### config.mk
export PLATFORM = sky130hd
export DESIGN_NAME = h14tx_island_sequencer
export DESIGN_NICKNAME = d
export VERILOG_FILES = /design/src/rtl/h14tx_island_sequencer.sv
export SDC_FILE = /design/constraint.sdc
export NUM_CORES = 1
export LEC_CHECK = 0
export CORE_UTILIZATION = 45
export CTS_BUF_LIST = sky130_fd_sc_hd__clkbuf_16
export CTS_CLUSTER_SIZE = 40
export DETAILED_ROUTE_END_ITERATION = 6
export GPL_ROUTABILITY_DRIVEN = 1
export PLACE_DENSITY = 0.74
export SYNTH_ARGS = -nofsm -noshare
export SYNTH_HDL_FRONTEND = slang
export SYNTH_SLANG_ARGS = --single-unit
### constraint.sdc
create_clock -name i_clk -period 6.55 [get_ports i_clk]
set_input_delay 1.965 -clock i_clk [delete_from_list [all_inputs] [get_ports i_clk]]
set_output_delay 1.965 -clock i_clk [all_outputs]
set_load 0.05 [all_outputs]
### src/rtl/h14tx_island_sequencer.sv
// ---------------------------------------------------------------------------
// h14tx_island_sequencer
//
// Purpose:
//   Produces the three-channel 10-bit symbol stream for one HDMI 1.4 data
//   island. One island is made of these parts, in order:
//     - a control-period preamble,
//     - the leading guard band,
//     - N TERC4-coded packets of PACKET_LEN clocks each,
//     - the trailing guard band.
//   Outside an island the block emits control-period tokens that carry the
//   live hsync/vsync levels on channel 0.
//
// Ports:
//   i_clk            pixel clock
//   i_rst            synchronous active-high reset
//   i_start          request an island (only honoured in IDLE with a nonzero count)
//   i_num_packets    packet count sampled with i_start (clamped to MAX_PACKETS)
//   i_hsync/i_vsync  live sync levels, sampled every clock
//   i_pkt_hdr        packet header bit, lands on channel 0 bit 2
//   i_pkt_ch1/ch2    TERC4 nibbles for channels 1 and 2
//   i_pkt_valid      upstream show-ahead source has a word available
//   o_pkt_rd         word consumed this clock (combinational from state)
//   o_sym_ch0/1/2    registered 10-bit symbols
//   o_island         registered: outputs carry guard or packet symbols
//   o_busy           registered: island sequence in progress
//   o_underrun       sticky: a read happened while i_pkt_valid was low
//   o_dbg_state      current FSM state, for checkers and debug
//
// Handshake: o_pkt_rd is high for every DATA clock. The word on
// pkt_hdr/pkt_ch1/pkt_ch2 is consumed at each rising edge where o_pkt_rd=1,
// and its encoded form is visible after that edge. The sequence never stalls.
// If i_pkt_valid is low on a read clock, header 0 and data 0 are encoded
// instead, and o_underrun is set.
// ---------------------------------------------------------------------------
module h14tx_island_sequencer #(
    parameter int PREAMBLE_LEN = 8,
    parameter int GUARD_LEN    = 2,
    parameter int MAX_PACKETS  = 18,
    parameter int PACKET_LEN   = 32,
    localparam int NP_W        = $clog2(MAX_PACKETS + 1)
) (
    input  logic            i_clk,
    input  logic            i_rst,
    input  logic            i_start,
    input  logic [NP_W-1:0] i_num_packets,
    input  logic            i_hsync,
    input  logic            i_vsync,
    input  logic            i_pkt_hdr,
    input  logic [3:0]      i_pkt_ch1,
    input  logic [3:0]      i_pkt_ch2,
    input  logic            i_pkt_valid,
    output logic            o_pkt_rd,
    output logic [9:0]      o_sym_ch0,
    output logic [9:0]      o_sym_ch1,
    output logic [9:0]      o_sym_ch2,
    output logic            o_island,
    output logic            o_busy,
    output logic            o_underrun,
    output logic [2:0]      o_dbg_state
);

    // ------------------------------------------------------------------
    // Phase counter sizing: wide enough for the longest phase
    // ------------------------------------------------------------------
    localparam int PH_MAX0 = (PREAMBLE_LEN > GUARD_LEN) ? PREAMBLE_LEN : GUARD_LEN;
    localparam int PH_MAX  = (PH_MAX0 > PACKET_LEN) ? PH_MAX0 : PACKET_LEN;
    localparam int PH_W    = (PH_MAX > 1) ? $clog2(PH_MAX) : 1;

    localparam logic [PH_W-1:0] PRE_LAST = PH_W'(PREAMBLE_LEN - 1);
    localparam logic [PH_W-1:0] GRD_LAST = PH_W'(GUARD_LEN - 1);
    localparam logic [PH_W-1:0] PKT_LAST = PH_W'(PACKET_LEN - 1);
    localparam logic [NP_W-1:0] NP_MAX   = NP_W'(MAX_PACKETS);

    // ------------------------------------------------------------------
    // Fixed symbol values
    // ------------------------------------------------------------------
    localparam logic [9:0] CTL_00    = 10'b1101010100;
    localparam logic [9:0] CTL_01    = 10'b0010101011;
    localparam logic [9:0] CTL_10    = 10'b0101010100;
    localparam logic [9:0] CTL_11    = 10'b1010101011;
    localparam logic [9:0] GUARD_SYM = 10'b0100110011;

    typedef enum logic [2:0] {
        S_IDLE = 3'd0,
        S_PRE  = 3'd1,
        S_LGB  = 3'd2,
        S_DATA = 3'd3,
        S_TGB  = 3'd4
    } state_t;

    // Control-period token for the pair {c1, c0}
    function automatic logic [9:0] f_ctl(input logic [1:0] c);
        logic [9:0] sym;
        case (c)
            2'b00:   sym = CTL_00;
            2'b01:   sym = CTL_01;
            2'b10:   sym = CTL_10;
            default: sym = CTL_11;
        endcase
        return sym;
    endfunction

    // TERC4 encoding of one 4-bit word
    function automatic logic [9:0] f_terc4(input logic [3:0] d);
        logic [9:0] sym;
        case (d)
            4'h0:    sym = 10'b1010011100;
            4'h1:    sym = 10'b1001100011;
            4'h2:    sym = 10'b1011100100;
            4'h3:    sym = 10'b1011100010;
            4'h4:    sym = 10'b0101110001;
            4'h5:    sym = 10'b0100011110;
            4'h6:    sym = 10'b0110001110;
            4'h7:    sym = 10'b0100111100;
            4'h8:    sym = 10'b1011001100;
            4'h9:    sym = 10'b0100111001;
            4'hA:    sym = 10'b0110011100;
            4'hB:    sym = 10'b1011000110;
            4'hC:    sym = 10'b1010001110;
            4'hD:    sym = 10'b1001110001;
            4'hE:    sym = 10'b0101100011;
            default: sym = 10'b1011000011;
        endcase
        return sym;
    endfunction

    // ------------------------------------------------------------------
    // State and counters
    // ------------------------------------------------------------------
    state_t          r_state;
    state_t          w_state_nxt;
    logic [PH_W-1:0] r_phase;
    logic [PH_W-1:0] w_phase_nxt;
    logic [NP_W-1:0] r_pkt;
    logic [NP_W-1:0] w_pkt_nxt;
    logic [NP_W-1:0] r_count;
    logic [NP_W-1:0] w_count_nxt;
    logic            w_start_acc;

    // Output-stage registers
    logic [9:0] r_sym_ch0;
    logic [9:0] r_sym_ch1;
    logic [9:0] r_sym_ch2;
    logic       r_island;
    logic       r_busy;
    logic       r_underrun;

    // Next-symbol and datapath wires
    logic [9:0]      w_sym_ch0_nxt;
    logic [9:0]      w_sym_ch1_nxt;
    logic [9:0]      w_sym_ch2_nxt;
    logic            w_island_nxt;
    logic            w_busy_nxt;
    logic            w_underrun_nxt;
    logic            w_pkt_rd;
    logic            w_first_data;
    logic            w_hdr_eff;
    logic [3:0]      w_ch1_eff;
    logic [3:0]      w_ch2_eff;
    logic [NP_W-1:0] w_num_clamped;

    assign w_num_clamped = (i_num_packets > NP_MAX) ? NP_MAX : i_num_packets;

    // ------------------------------------------------------------------
    // FSM: state register
    // ------------------------------------------------------------------
    always_ff @(posedge i_clk) begin
        if (i_rst) begin
            r_state <= S_IDLE;
            r_phase <= '0;
            r_pkt   <= '0;
            r_count <= '0;
        end else begin
            r_state <= w_state_nxt;
            r_phase <= w_phase_nxt;
            r_pkt   <= w_pkt_nxt;
            r_count <= w_count_nxt;
        end
    end

    // ------------------------------------------------------------------
    // FSM: next state and counters
    // ------------------------------------------------------------------
    always_comb begin
        w_state_nxt = r_state;
        w_phase_nxt = r_phase + 1'b1;
        w_pkt_nxt   = r_pkt;
        w_count_nxt = r_count;
        w_start_acc = 1'b0;

        case (r_state)
            S_IDLE: begin
                w_phase_nxt = '0;
                // A zero packet count never opens an island.
                if (i_start && (i_num_packets != '0)) begin
                    w_state_nxt = S_PRE;
                    w_count_nxt = w_num_clamped;
                    w_pkt_nxt   = '0;
                    w_start_acc = 1'b1;
                end
            end

            S_PRE: begin
                if (r_phase == PRE_LAST) begin
                    w_state_nxt = S_LGB;
                    w_phase_nxt = '0;
                end
            end

            S_LGB: begin
                if (r_phase == GRD_LAST) begin
                    w_state_nxt = S_DATA;
                    w_phase_nxt = '0;
                    w_pkt_nxt   = '0;
                end
            end

            S_DATA: begin
                if (r_phase == PKT_LAST) begin
                    w_phase_nxt = '0;
                    if (r_pkt == (r_count - 1'b1)) begin
                        w_state_nxt = S_TGB;
                        w_pkt_nxt   = '0;
                    end else begin
                        w_pkt_nxt = r_pkt + 1'b1;
                    end
                end
            end

            S_TGB: begin
                // Unconditional return: the next clock is always one IDLE
                // clock, where a new start may be accepted.
                if (r_phase == GRD_LAST) begin
                    w_state_nxt = S_IDLE;
                    w_phase_nxt = '0;
                end
            end

            default: begin
                w_state_nxt = S_IDLE;
                w_phase_nxt = '0;
                w_pkt_nxt   = '0;
            end
        endcase
    end

    // ------------------------------------------------------------------
    // Packet datapath
    // ------------------------------------------------------------------
    assign w_pkt_rd = (r_state == S_DATA);

    // Bit 3 of the channel-0 word is cleared only on the very first packet
    // clock of the island.
    assign w_first_data = (r_pkt == '0) && (r_phase == '0);

    // On an underrun, substitute header 0 and data 0 rather than stalling.
    assign w_hdr_eff = i_pkt_valid ? i_pkt_hdr : 1'b0;
    assign w_ch1_eff = i_pkt_valid ? i_pkt_ch1 : 4'h0;
    assign w_ch2_eff = i_pkt_valid ? i_pkt_ch2 : 4'h0;

    // ------------------------------------------------------------------
    // Symbol selection for the output stage
    // ------------------------------------------------------------------
    always_comb begin
        w_sym_ch0_nxt  = f_ctl({i_vsync, i_hsync});
        w_sym_ch1_nxt  = CTL_00;
        w_sym_ch2_nxt  = CTL_00;
        w_island_nxt   = 1'b0;
        w_busy_nxt     = (r_state != S_IDLE);
        w_underrun_nxt = r_underrun;

        case (r_state)
            S_PRE: begin
                // Preamble marks a data island: CTL0=1, CTL1=0, CTL2=1, CTL3=0.
                w_sym_ch1_nxt = CTL_01;
                w_sym_ch2_nxt = CTL_01;
            end

            S_LGB, S_TGB: begin
                w_sym_ch0_nxt = f_terc4({2'b11, i_vsync, i_hsync});
                w_sym_ch1_nxt = GUARD_SYM;
                w_sym_ch2_nxt = GUARD_SYM;
                w_island_nxt  = 1'b1;
            end

            S_DATA: begin
                w_sym_ch0_nxt = f_terc4({~w_first_data, w_hdr_eff, i_vsync, i_hsync});
                w_sym_ch1_nxt = f_terc4(w_ch1_eff);
                w_sym_ch2_nxt = f_terc4(w_ch2_eff);
                w_island_nxt  = 1'b1;
            end

            default: begin
                // IDLE: control tokens with the live sync levels on channel 0
            end
        endcase

        if (w_start_acc) begin
            w_underrun_nxt = 1'b0;
        end else if (w_pkt_rd && !i_pkt_valid) begin
            w_underrun_nxt = 1'b1;
        end
    end

    // ------------------------------------------------------------------
    // Output stage: one register stage behind the state
    // ------------------------------------------------------------------
    always_ff @(posedge i_clk) begin
        if (i_rst) begin
            r_sym_ch0  <= CTL_00;
            r_sym_ch1  <= CTL_00;
            r_sym_ch2  <= CTL_00;
            r_island   <= 1'b0;
            r_busy     <= 1'b0;
            r_underrun <= 1'b0;
        end else begin
            r_sym_ch0  <= w_sym_ch0_nxt;
            r_sym_ch1  <= w_sym_ch1_nxt;
            r_sym_ch2  <= w_sym_ch2_nxt;
            r_island   <= w_island_nxt;
            r_busy     <= w_busy_nxt;
            r_underrun <= w_underrun_nxt;
        end
    end

    assign o_pkt_rd    = w_pkt_rd;
    assign o_sym_ch0   = r_sym_ch0;
    assign o_sym_ch1   = r_sym_ch1;
    assign o_sym_ch2   = r_sym_ch2;
    assign o_island    = r_island;
    assign o_busy      = r_busy;
    assign o_underrun  = r_underrun;
    assign o_dbg_state = r_state;

endmodule

==> summary.md, run 1 <==
| Metric | Value |
|---|---|
| Sink Count | 51 |
| Critical Path RT | 4.59 ns |
| Psw | 0.2555 mW |
| Placed Cells | 545 |
| Setup TNS | 0 ns |
| Slew margin rel. | 26.92% |
| Outcome | completed |
| Synth Instances | 415 |
| First-pass GRT wire length | 13930 um |
| Multi-input gate area | 0.002053 mm^2 |
| Critical Path Start Type | register |
| DIE AREA | 0.007542 mm^2 |
| First-pass DRT Iterations | 5 |
| Starting Density | 47.16% |
| Initial antenna violation count | 0 |
| Slew @ Worst Pin | 1.088 ns |
| Combinational power share | 22.9% |
| DRT met1 WL | 3939 um |
| Async S/R FF share, synth | 0% |
| Clock root buffer | clkbuf_16 |
| Max-Cap Viols | 0 |
| Synth Net Count | 462 |
| Sequential area share after synthesis | 31.52% |
| End of the worst register-to-register path | o_sym_ch0[0] |
| Clock Pin Slew Worst Setup and Hold Paths | 0.07 ns |
| Hold depth | 2 |
| DIE WIDTH | 86.85 um |
| Share of cells above drive strength 1 | 3.282% |
| Number of global-route vias before repair | 2880 |
| Iter 0 DRT Violations | 270 |
| Via count | 3134 |
| Layout area overhead | 24.41% |
| GRT Residual Overflow | 0 |
| Seq pwr share | 38.3% |
| Top Layer Used | met4 |
| Reg2reg path depth | 5 |
| DRT Wirelength | 8436 um |
| Hold Vio Cnt, Final | 0 |
| Worst-case vdd ir drop | 117.3 uV |
| IO Port Bufs | 56 |
| Storage element area | 0.001021 mm^2 |
| Max frequency | 192.2 MHz |
| Seq cells post-synth | 51 |
| Resize count post-CTS | 0 |
| Final ANT Viol Nets | 0 |
| IO Count | 57 |
| Internal | 0.6177 mW |
| Mean post-synth cell area | 7.806 um^2 |
| DRC Markers | 0 |
| P_leak | 1.605 nW |
| Die Y | 86.85 um |
| Core Util, Final | 58.67% |
| Core Area | 0.006869 mm^2 |
| Tot Pwr | 0.8731 mW |
| Period utilization | 79.43% |
| CTS tree | done |
| Aggregate global-route resource usage | 23.12% |
| Post-CTS Hold Buffers | 0 |
| Hold_sp | r_count[4] |
| Wire length on met3 | 576 um |
| Ant diodes | 0 |
| # setup viols final | 0 |
| Clock share of power | 38.8% |
| Final #Nets | 503 |
| Min-Delay Path Class | reg2reg |
| Final Max Slew Viols | 0 |
| Met2 WL | 3794 um |
| CP endpoint kind | output port |
| Largest net degree at the start of global routing | 26 |
| Synth Warn # | 0 |
| Hold endpoint | r_count[4] |
| Synthesized cell area | 0.003239 mm^2 |
| Reg2Reg Setup Slack | 3.90 ns |
| Via/cell ratio | 5.667 |
| Main synth FF type | dfxtp_1 |
| Crit path time final | 5.202 ns |
| Maximum fanout along the worst path | 25 |
| Postcts setup bufs | 0 |
| Worst-skew pair later-pin latency | 0.29 ns |
| Mean routed wirelength per cell | 15.25 um |
| Net Sw Frac | 29.26% |
| Rows | 30 |
| Max H-tree Level | 2 |
| Pwr per Cell Area | 216.7 mW/mm^2 |
| Reg-to-reg critical path startpoint | o_dbg_state[1] |
| DP HPWL | 6031 um |
| Crit path kind | reg2out |
| RSZ-0062 raised after global routing | no |
| Num CTS Buffers | 5 |
| GP Congestion | 0.9058 |
| Final Skew | 0.006026 ns |
| Cell Count, Final, Fillers Out | 553 |
| Critical Path AT | 3.24 ns |
| Filler instances | 640 |
| Clock Tree Buf Depth | 2 |
| Hold Slack | 0.4785 ns |
| EDFF count, synth | 0 |
| Synth cell types | 50 |
[cells in the final DEF, fill, tap and decap left out, types with 3 or more instances in the layout]
cell type,netlist,routed
nand2b_1,9,9
clkbuf_16,0,5
inv_1,22,22
clkdlybuf4s50_1,0,56
o21a_1,4,4
mux2i_1,3,3
a221oi_1,3,3
a31oi_1,8,8
a21oi_1,27,27
ha_1,27,27
and3_1,5,5
mux2_2,3,3
and2_1,3,3
nor2_1,33,33
or3_1,4,4
xor2_1,6,6
a221o_1,4,4
nor3_1,10,10
o21ai_0,38,38
nor2b_1,14,14
o211ai_1,5,5
o22ai_1,4,4
a21o_1,3,3
nand4bb_1,3,3
dfxtp_1,51,51
xnor2_1,4,4
a22o_1,5,5
or4_1,3,3
nand3_1,13,13
a211oi_1,7,7
nand2_1,47,47
[sequential cells by signal, indices dropped and copies added (netlist names)]
name / flops
o_busy: 1
o_sym_ch2: 10
o_island: 1
o_dbg_state: 3
o_sym_ch0: 10
r_phase: 5
o_sym_ch1: 10
r_count: 5
r_pkt: 5
o_underrun: 1
[synth_stat cells (all sizes together) (2+ instances only)]
cell type  number  area (um^2)
or3             4        25.02
and3            5        31.28
o22ai           4        25.02
inv            22        82.58
nand2          47        176.4
xor2            6        52.55
a21oi          27        135.1
clkbuf         21        78.83
a21o            4        37.53
and4            2        17.52
a221o           4        40.04
nand3b          2        15.01
nor2b          14        87.58
and2            3        18.77
nor4            2        12.51
o311ai          2        17.52
o21a            4        30.03
o21ai          38        190.2
a221oi          3        26.28
nand2b          9        56.30
mux2            3        33.78
or4             3        22.52
mux2i           3        30.03
or4b            2        23.77
a31oi           8        50.05
xnor2           4        35.03
nand4bb         3        33.78
nor3           10        50.05
a211oi          7        52.55
o211ai          5        37.54
a211o           2        17.52
o221ai          2        17.52
a22o            5        43.79
dfxtp          51         1021
nand3          13        65.06
nor2           33        123.9
ha             27        337.8
[layout make-up]
type	count	area share, %
Clock buffer	5	3.105
Clock inverter	3	1.676
Inverter	22	2.049
Multi-Input combinational cell	320	50.95
Sequential cell	51	25.33
Tap cell	96	2.980
Timing Repair Buffer	56	13.91
[worst max path at each step]
stage                         startpoint  endpoint  slack, ns
after floorplan           o_dbg_state[1]  o_pkt_rd       2.65
after global placement    o_dbg_state[1]  o_pkt_rd       1.82
after detailed placement  o_dbg_state[1]  o_pkt_rd       1.73
after CTS                 o_dbg_state[1]  o_pkt_rd       1.41
after global routing      o_dbg_state[1]  o_pkt_rd       1.20
final                     o_dbg_state[1]  o_pkt_rd       1.35
[stage by stage]
step	worst slack, ns	instance area (um^2)
after floorplan	2.654	3239
after global placement	1.823	3837
after detailed placement	1.734	3837
after CTS	1.407	4030
after global routing	1.199	4030
final	1.348	4030
[power groups by stage]
stage | Clock [mW] | Combinational, mW | Sequential (mW)
2_1_floorplan | 0 | 0.0869 | 0.388
3_3_place_gp | 0 | 0.196 | 0.342
3_5_place_dp | 0 | 0.196 | 0.342
4_1_cts | 0.342 | 0.199 | 0.335
5_1_grt | 0.355 | 0.215 | 0.337
6_report | 0.339 | 0.200 | 0.335
[logic make-up (layout without fill, tap and decap cells)]
family / after synthesis / after routing / synth area share (%)
AOI/OAI and AO/OA: 122 / 122 / 24.14
xor gates and xnor gates: 10 / 10 / 2.704
adders and majority gates: 27 / 27 / 10.43
buffers and inverters: 44 / 86 / 5.099
DFF: 51 / 51 / 31.52
muxes: 6 / 6 / 1.970
and+or+nand+nor: 155 / 155 / 24.14
[worst max-delay path: stages (launching register included)]
cell             delay, ns
dfxtp_1               0.85
nand3b_1              0.64
inv_1                 0.57
clkdlybuf4s50_1       0.89
[per-layer routing]
metal  vias up  GRT usage, %
met5         -             0
met4         0         7.273
met3        14         4.095
met2       118         36.29
met1      1446         32.07
li1       1556             -
Power figures use the tool's default switching activity.
==> inputs of run 2 (changes only) <==
clock period = 4.89 ns   (was 6.55 ns; I/O delays follow)
==> run 2 against run 1 <==
Largest power group is now registers. Via count up 0.96%. Global-route usage decreased by 0.40 points. Count of clock-buffer cells in the layout stayed put. First-iteration DRC count is 13% higher. Routed wire length is 1.3% lower. Critical path depth is 2 higher. Final area is 0.34% lower. Sequential share of layout area is 0.087 points higher. Clock power fell by 2%. Register-to-register slack got worse by 1.5 ns. Largest cell class unchanged. Clock skew down 0.0013 ns.
==> summary.md, run 2 (same netlist as run 1, synthesis figures left out) <==
| Metric | Value |
|---|---|
| Outcome | completed (unchanged) |
| Top Layer Used | met4 (unchanged) |
| Via/cell ratio | 5.670 (was 5.667) |
| Sink Count | 51 (unchanged) |
| Via count | 3164 (was 3134) |
| Slew @ Worst Pin | 1.128 ns (was 1.088 ns) |
| Rows | 30 (unchanged) |
| Ant diodes | 0 (unchanged) |
| Starting Density | 47.16% (unchanged) |
| Hold Slack | 0.4837 ns (was 0.4785 ns) |
| Period utilization | 81.51% |
| DRC Markers | 0 (unchanged) |
| Final ANT Viol Nets | 0 (unchanged) |
| Setup TNS | 0 ns (unchanged) |
| Wire length on met3 | 635 um (was 576 um) |
| Postcts setup bufs | 0 (unchanged) |
| Worst path slowest cell | clkdlybuf4s50_1 (unchanged) |
| Worst-skew pair later-pin latency | 0.28 ns (was 0.29 ns) |
| Resize count post-CTS | 0 (unchanged) |
| Final #Nets | 508 (was 503) |
| CP Cell Sequence | nand3b_1 > buf_4 > inv_1 > buf_4 > clkdlybuf4s50_1 (was nand3b_1 > inv_1 > clkdlybuf4s50_1) |
| Worst-case vdd ir drop | 152.9 uV (was 117.3 uV) |
| Max H-tree Level | 2 (unchanged) |
| Commonest non-fill, non-tap cell in the layout | clkdlybuf4s50_1 (unchanged) |
| IO Port Bufs | 56 (unchanged) |
| IO Count | 57 (unchanged) |
| Post-DP Area | 0.003875 mm^2 (was 0.003837 mm^2) |
| Hold Vio Cnt, Final | 0 (unchanged) |
| Share of cells above drive strength 1 | 4.113% (was 3.282%) |
| Max frequency | 250.9 MHz |
| Die Y | 86.85 um (unchanged) |
| GRT Residual Overflow | 0 (unchanged) |
| RSZ-0062 raised after global routing | no (unchanged) |
| Post-CTS Hold Buffers | 0 (unchanged) |
| First-pass GRT wire length | 13610 um (was 13930 um) |
| Crit path kind | reg2out (unchanged) |
| Setup WS post-layout | 0.9039 ns (was 1.348 ns) |
| CP endpoint kind | output port (unchanged) |
| Largest net degree at the start of global routing | 25 (was 26) |
| Aggregate global-route resource usage | 22.72% (was 23.12%) |
| Most frequent cells in the layout | clkdlybuf4s50_1 (56), dfxtp_1 (51), nand2_1 (47) (unchanged) |
| DIE AREA | 0.007542 mm^2 (unchanged) |
| Layout area overhead | 23.99% (was 24.41%) |
| Core Area | 0.006869 mm^2 (unchanged) |
| Cell mode on critical path | buf_4 |
| Clock root buffer | clkbuf_16 (unchanged) |
| First-pass DRT Iterations | 6 (was 5) |
| DIE WIDTH | 86.85 um (unchanged) |
| Critical Path RT | 3.42 ns (was 4.59 ns) |
| DP HPWL | 6069 um (was 6031 um) |
| DRT met1 WL | 3688 um (was 3939 um) |
| Mean routed wirelength per cell | 14.92 um (was 15.25 um) |
| CTS tree | done (unchanged) |
| Initial antenna violation count | 0 (unchanged) |
| Slew margin rel. | 24.20% (was 26.92%) |
| Final Max Slew Viols | 0 (unchanged) |
| # setup viols final | 0 (unchanged) |
| Clock Tree Buf Depth | 2 (unchanged) |
| Crit path time final | 3.986 ns |
| Clock Pin Slew Worst Setup and Hold Paths | 0.06 ns (was 0.07 ns) |
| Core Util, Final | 58.47% (was 58.67%) |
| Max-Cap Viols | 0 (unchanged) |
| Met2 WL | 3918 um (was 3794 um) |
| Max incr delay on CP | 0.83 ns (was 0.89 ns) |
| Critical Path Start Type | register (unchanged) |
| Pwr per Cell Area | 261.1 mW/mm^2 (was 216.7 mW/mm^2) |
| Min-Delay Path Class | reg2reg (unchanged) |
| Num CTS Buffers | 5 (unchanged) |
| DRT Wirelength | 8324 um (was 8436 um) |
| Iter 0 DRT Violations | 304 (was 270) |
| Maximum fanout along the worst path | 20 (was 25) |
| Number of global-route vias before repair | 2903 (was 2880) |
| GP Congestion | 0.9636 (was 0.9058) |
| Final Skew | 0.004727 ns (was 0.006026 ns) |
| Post-Place Worst Slack | 0.9402 ns (was 1.734 ns) |
| P_leak | 1.611 nW (was 1.605 nW) |
| Fin area | 0.004016 mm^2 (was 0.004030 mm^2) |
| Critical Path AT | 2.52 ns (was 3.24 ns) |
-- run 2: worst max-delay path, delay by kind of cell (launching register included) --
kind                   cells  cell delay (ns)
buffers and inverters      4             1.35
flip-flops                 1             0.75
AND/OR/NAND/NOR            1             0.13
-- run 2: worst paths after layout --
kind,cells past startpoint,to,slack [ns],start
min reg2reg,2,r_count[1],0.48,r_count[1]
max reg2reg,7,o_sym_ch0[2],2.35,r_phase[0]
max,5,o_pkt_rd,0.90,o_dbg_state[0]
min,2,r_count[1],0.48,r_count[1]
-- run 2: per-layer routing --
metal	global-route usage, %	up-vias
met5	0	-
li1	-	1575
met3	4.952	8
met2	38.22	121
met1	29.46	1460
met4	5.606	0
-- run 2: area by class of cell --
cell class | instances | area, um^2
fillers | 633 | 2853
multi-input cells | 320 | 2053
flip-flops and latches | 51 | 1021
repair buffers | 61 | 598.1
clock buffers | 5 | 125.1
well taps | 96 | 120.1
inverters | 22 | 82.58
clock inverters | 3 | 16.27
-- run 2: power breakdown --
| part | switching [mW] | internal (mW) | total (mW) |
|---|---|---|---|
| sequential | 0.0132 | 0.437 | 0.450 |
| combinational | 0.169 | 0.0987 | 0.268 |
| clock | 0.144 | 0.187 | 0.331 |
| total | 0.326 | 0.722 | 1.05 |
-- run 2: metrics by stage --
step | std cells | power [mW]
after CTS | 558 | 1.056
after floorplan | 415 | 0.6362
after global routing | 558 | 1.097
after global placement | 550 | 0.7206
after detailed placement | 550 | 0.7240
final | 558 | 1.049
==> inputs of run 3 (changes only) <==
clock period = 3.7 ns   (was 4.89 ns; I/O delays follow)
==> run 3 against run 2 <==
Via count about the same. Clock power up 54%. Critical endpoint is now o_sym_ch2[5]. Combinational power up 36%. Sequential share of layout area down 0.41 points. Worst hold slack worse by 0.0060 ns. Non-clock buffer count up 5. Largest power group unchanged. Utilization up 0.95 points. Critical path type is now in2reg. Final area up 1.6%.
==> summary.md, run 3 (same netlist as run 1, synthesis figures left out) <==
| Metric | Value |
|---|---|
| Number of global-route vias before repair | 2925 (was 2903) |
| Pwr per Cell Area | 358.3 mW/mm^2 (was 261.1 mW/mm^2) |
| Commonest non-fill, non-tap cell in the layout | clkdlybuf4s50_1 (unchanged) |
| Met2 WL | 3956 um (was 3918 um) |
| Slew @ Worst Pin | 0.8584 ns (was 1.128 ns) |
| DIE WIDTH | 86.85 um (unchanged) |
| Min-Delay Path Class | reg2reg (unchanged) |
| Maximum fanout along the worst path | 14 (was 20) |
| Critical Path RT | 3.87 ns (was 3.42 ns) |
| Placed Cells | 555 (was 550) |
| Final Skew | 0.007342 ns (was 0.004727 ns) |
| Via count | 3166 (was 3164) |
| Die Y | 86.85 um (unchanged) |
| Clock Tree Buf Depth | 2 (unchanged) |
| DIE AREA | 0.007542 mm^2 (unchanged) |
| Filler instances | 616 (was 633) |
| Reg-to-reg critical path startpoint | r_count[0] (was r_phase[0]) |
| First-pass GRT wire length | 14100 um (was 13610 um) |
| Final #Nets | 513 (was 508) |
| Worst Setup EP | o_sym_ch2[5] (was o_pkt_rd) |
| Rows | 30 (unchanged) |
| Max H-tree Level | 2 (unchanged) |
| P_leak | 1.651 nW (was 1.611 nW) |
| GRT Residual Overflow | 0 (unchanged) |
| CP Cell Sequence | clkdlybuf4s50_1 > and2_1 > inv_1 > ha_1 > mux2i_1 > o22ai_1 > a221oi_1 > nor2_1 (was nand3b_1 > buf_4 > inv_1 > buf_4 > clkdlybuf4s50_1) |
| Final ANT Viol Nets | 0 (unchanged) |
| Post-CTS Hold Buffers | 0 (unchanged) |
| RSZ-0062 raised after global routing | no (unchanged) |
| # setup viols final | 0 (unchanged) |
| Wire length on met3 | 570 um (was 635 um) |
| Worst-case vdd ir drop | 162.8 uV (was 152.9 uV) |
| Num CTS Buffers | 5 (unchanged) |
| GP Congestion | 0.9461 (was 0.9636) |
| Core Area | 0.006869 mm^2 (unchanged) |
| Period utilization | 83.82% |
| Clock Pin Slew Worst Setup and Hold Paths | 0.06 ns (about the same) |
| Iter 0 DRT Violations | 277 (was 304) |
| Final Max Slew Viols | 0 (unchanged) |
| Setup TNS | 0 ns (unchanged) |
| Layout area overhead | 25.99% (was 23.99%) |
| IO Count | 57 (unchanged) |
| Cell Count, Final, Fillers Out | 562 (was 558) |
| DRC Markers | 0 (unchanged) |
| Top Layer Used | met4 (unchanged) |
| Via/cell ratio | 5.633 (was 5.670) |
| Largest net degree at the start of global routing | 25 (unchanged) |
| Max frequency | 322.5 MHz |
| Reg2Reg Setup Slack | 1.30 ns (was 2.35 ns) |
| Clock root buffer | clkbuf_16 (unchanged) |
| CP endpoint kind | register (was output port) |
| IO Port Bufs | 56 (unchanged) |
| Share of cells above drive strength 1 | 5.150% (was 4.113%) |
| Setup crit start | i_pkt_valid (was o_dbg_state[0]) |
| CTS tree | done (unchanged) |
| DP HPWL | 6280 um (was 6069 um) |
| Max incr delay on CP | 0.77 ns (was 0.83 ns) |
| Starting Density | 47.16% (unchanged) |
| Worst path slowest cell | clkdlybuf4s50_1 (unchanged) |
| Slew margin rel. | 42.04% (was 24.20%) |
| Sink Count | 51 (unchanged) |
| Crit path kind | in2reg (was reg2out) |
| DRT met1 WL | 3903 um (was 3688 um) |
| DRT Wirelength | 8559 um (was 8324 um) |
| Most frequent cells in the layout | clkdlybuf4s50_1 (55), dfxtp_1 (51), nand2_1 (47) (was clkdlybuf4s50_1 (56), dfxtp_1 (51), nand2_1 (47)) |
| Critical Path AT | 3.27 ns (was 2.52 ns) |
| Worst-skew pair later-pin latency | 0.29 ns (was 0.28 ns) |
| Max-Cap Viols | 0 (unchanged) |
| Hold Vio Cnt, Final | 0 (unchanged) |
| Ant diodes | 0 (unchanged) |
| Critical Path Start Type | input pin (was register) |
| Aggregate global-route resource usage | 23.51% (was 22.72%) |
| Resize count post-CTS | 0 (unchanged) |
| Mean routed wirelength per cell | 15.23 um (was 14.92 um) |
| Hold_sp | r_phase[0] (was r_count[1]) |
| Reg2reg path depth | 7 (unchanged) |
| Initial antenna violation count | 0 (unchanged) |
| First-pass DRT Iterations | 6 (unchanged) |
| Postcts setup bufs | 0 (unchanged) |
| Outcome | completed (unchanged) |
| Crit path time final | 3.101 ns |
| End of the worst register-to-register path | r_pkt[1] (was o_sym_ch0[2]) |
run 3: cell count changes in the layout (fill, tap and decap cells not counted):
| cell | previous run | this run |
|---|---|---|
| bufinv_16 | 0 | 1 |
| buf_4 | 5 | 10 |
| clkinv_2 | 1 | 0 |
| clkdlybuf4s50_1 | 56 | 55 |
| buf_12 | 0 | 1 |
| clkinvlp_4 | 1 | 0 |
run 3: per-layer routing:
metal	up-vias	track usage, %
met4	0	7.727
met2	116	37.65
li1	1585	-
met3	17	3.429
met5	-	0
met1	1448	32.34
run 3: layout make-up:
cell class	count	area, um^2	share of cell area, %
Tap cell	96	120.1	2.943
Clock inverter	2	33.78	0.8277
Multi-Input combinational cell	320	2053	50.31
Inverter	22	82.58	2.023
Sequential cell	51	1021	25.02
Clock buffer	5	125.1	3.066
Timing Repair Buffer	66	645.6	15.82
run 3: how the worst min path moves through the flow:
stage | slack (ns) | cells after the start | end
6_report | 0.48 | 1 | r_phase[0]
3_5_place_dp | 0.47 | 1 | r_phase[0]
4_1_cts | 0.48 | 1 | r_phase[0]
2_1_floorplan | 0.44 | 1 | r_phase[0]
3_3_place_gp | 0.46 | 1 | r_phase[0]
5_1_grt | 0.52 | 1 | r_phase[0]
run 3: worst max-delay path, delay by kind of cell:
kind                     cells  cell delay (ns)
multiplexers                 1             0.16
AO/OA/AOI/OAI                2             0.39
adder cells (fa/ha/maj)      1             0.39
buffers and inverters        2             0.88
AND/OR/NAND/NOR              2             0.33
run 3: report_power, final:
group	internal (mW)	total (mW)	switching, mW
combinational	0.134	0.364	0.230
sequential	0.577	0.588	0.0110
clock	0.313	0.510	0.197
total	1.02	1.46	0.438
run 3: metrics by stage:
stage / instance area (um^2) / setup slack (ns) / power [mW] / hold WS, ns / utilization [%]
floorplan: 3239 / 0.6586 / 0.8408 / 0.4449 / -
global placement: 3923 / 0.4012 / 0.9603 / 0.4636 / 57.10
detailed placement: 3923 / 0.3174 / 0.9621 / 0.4678 / 57.10
CTS: 4081 / 0.5949 / 1.467 / 0.4820 / 59.42
global route: 4081 / 0.3838 / 1.522 / 0.5183 / 59.42
finish: 4081 / 0.5988 / 1.462 / 0.4776 / 59.42
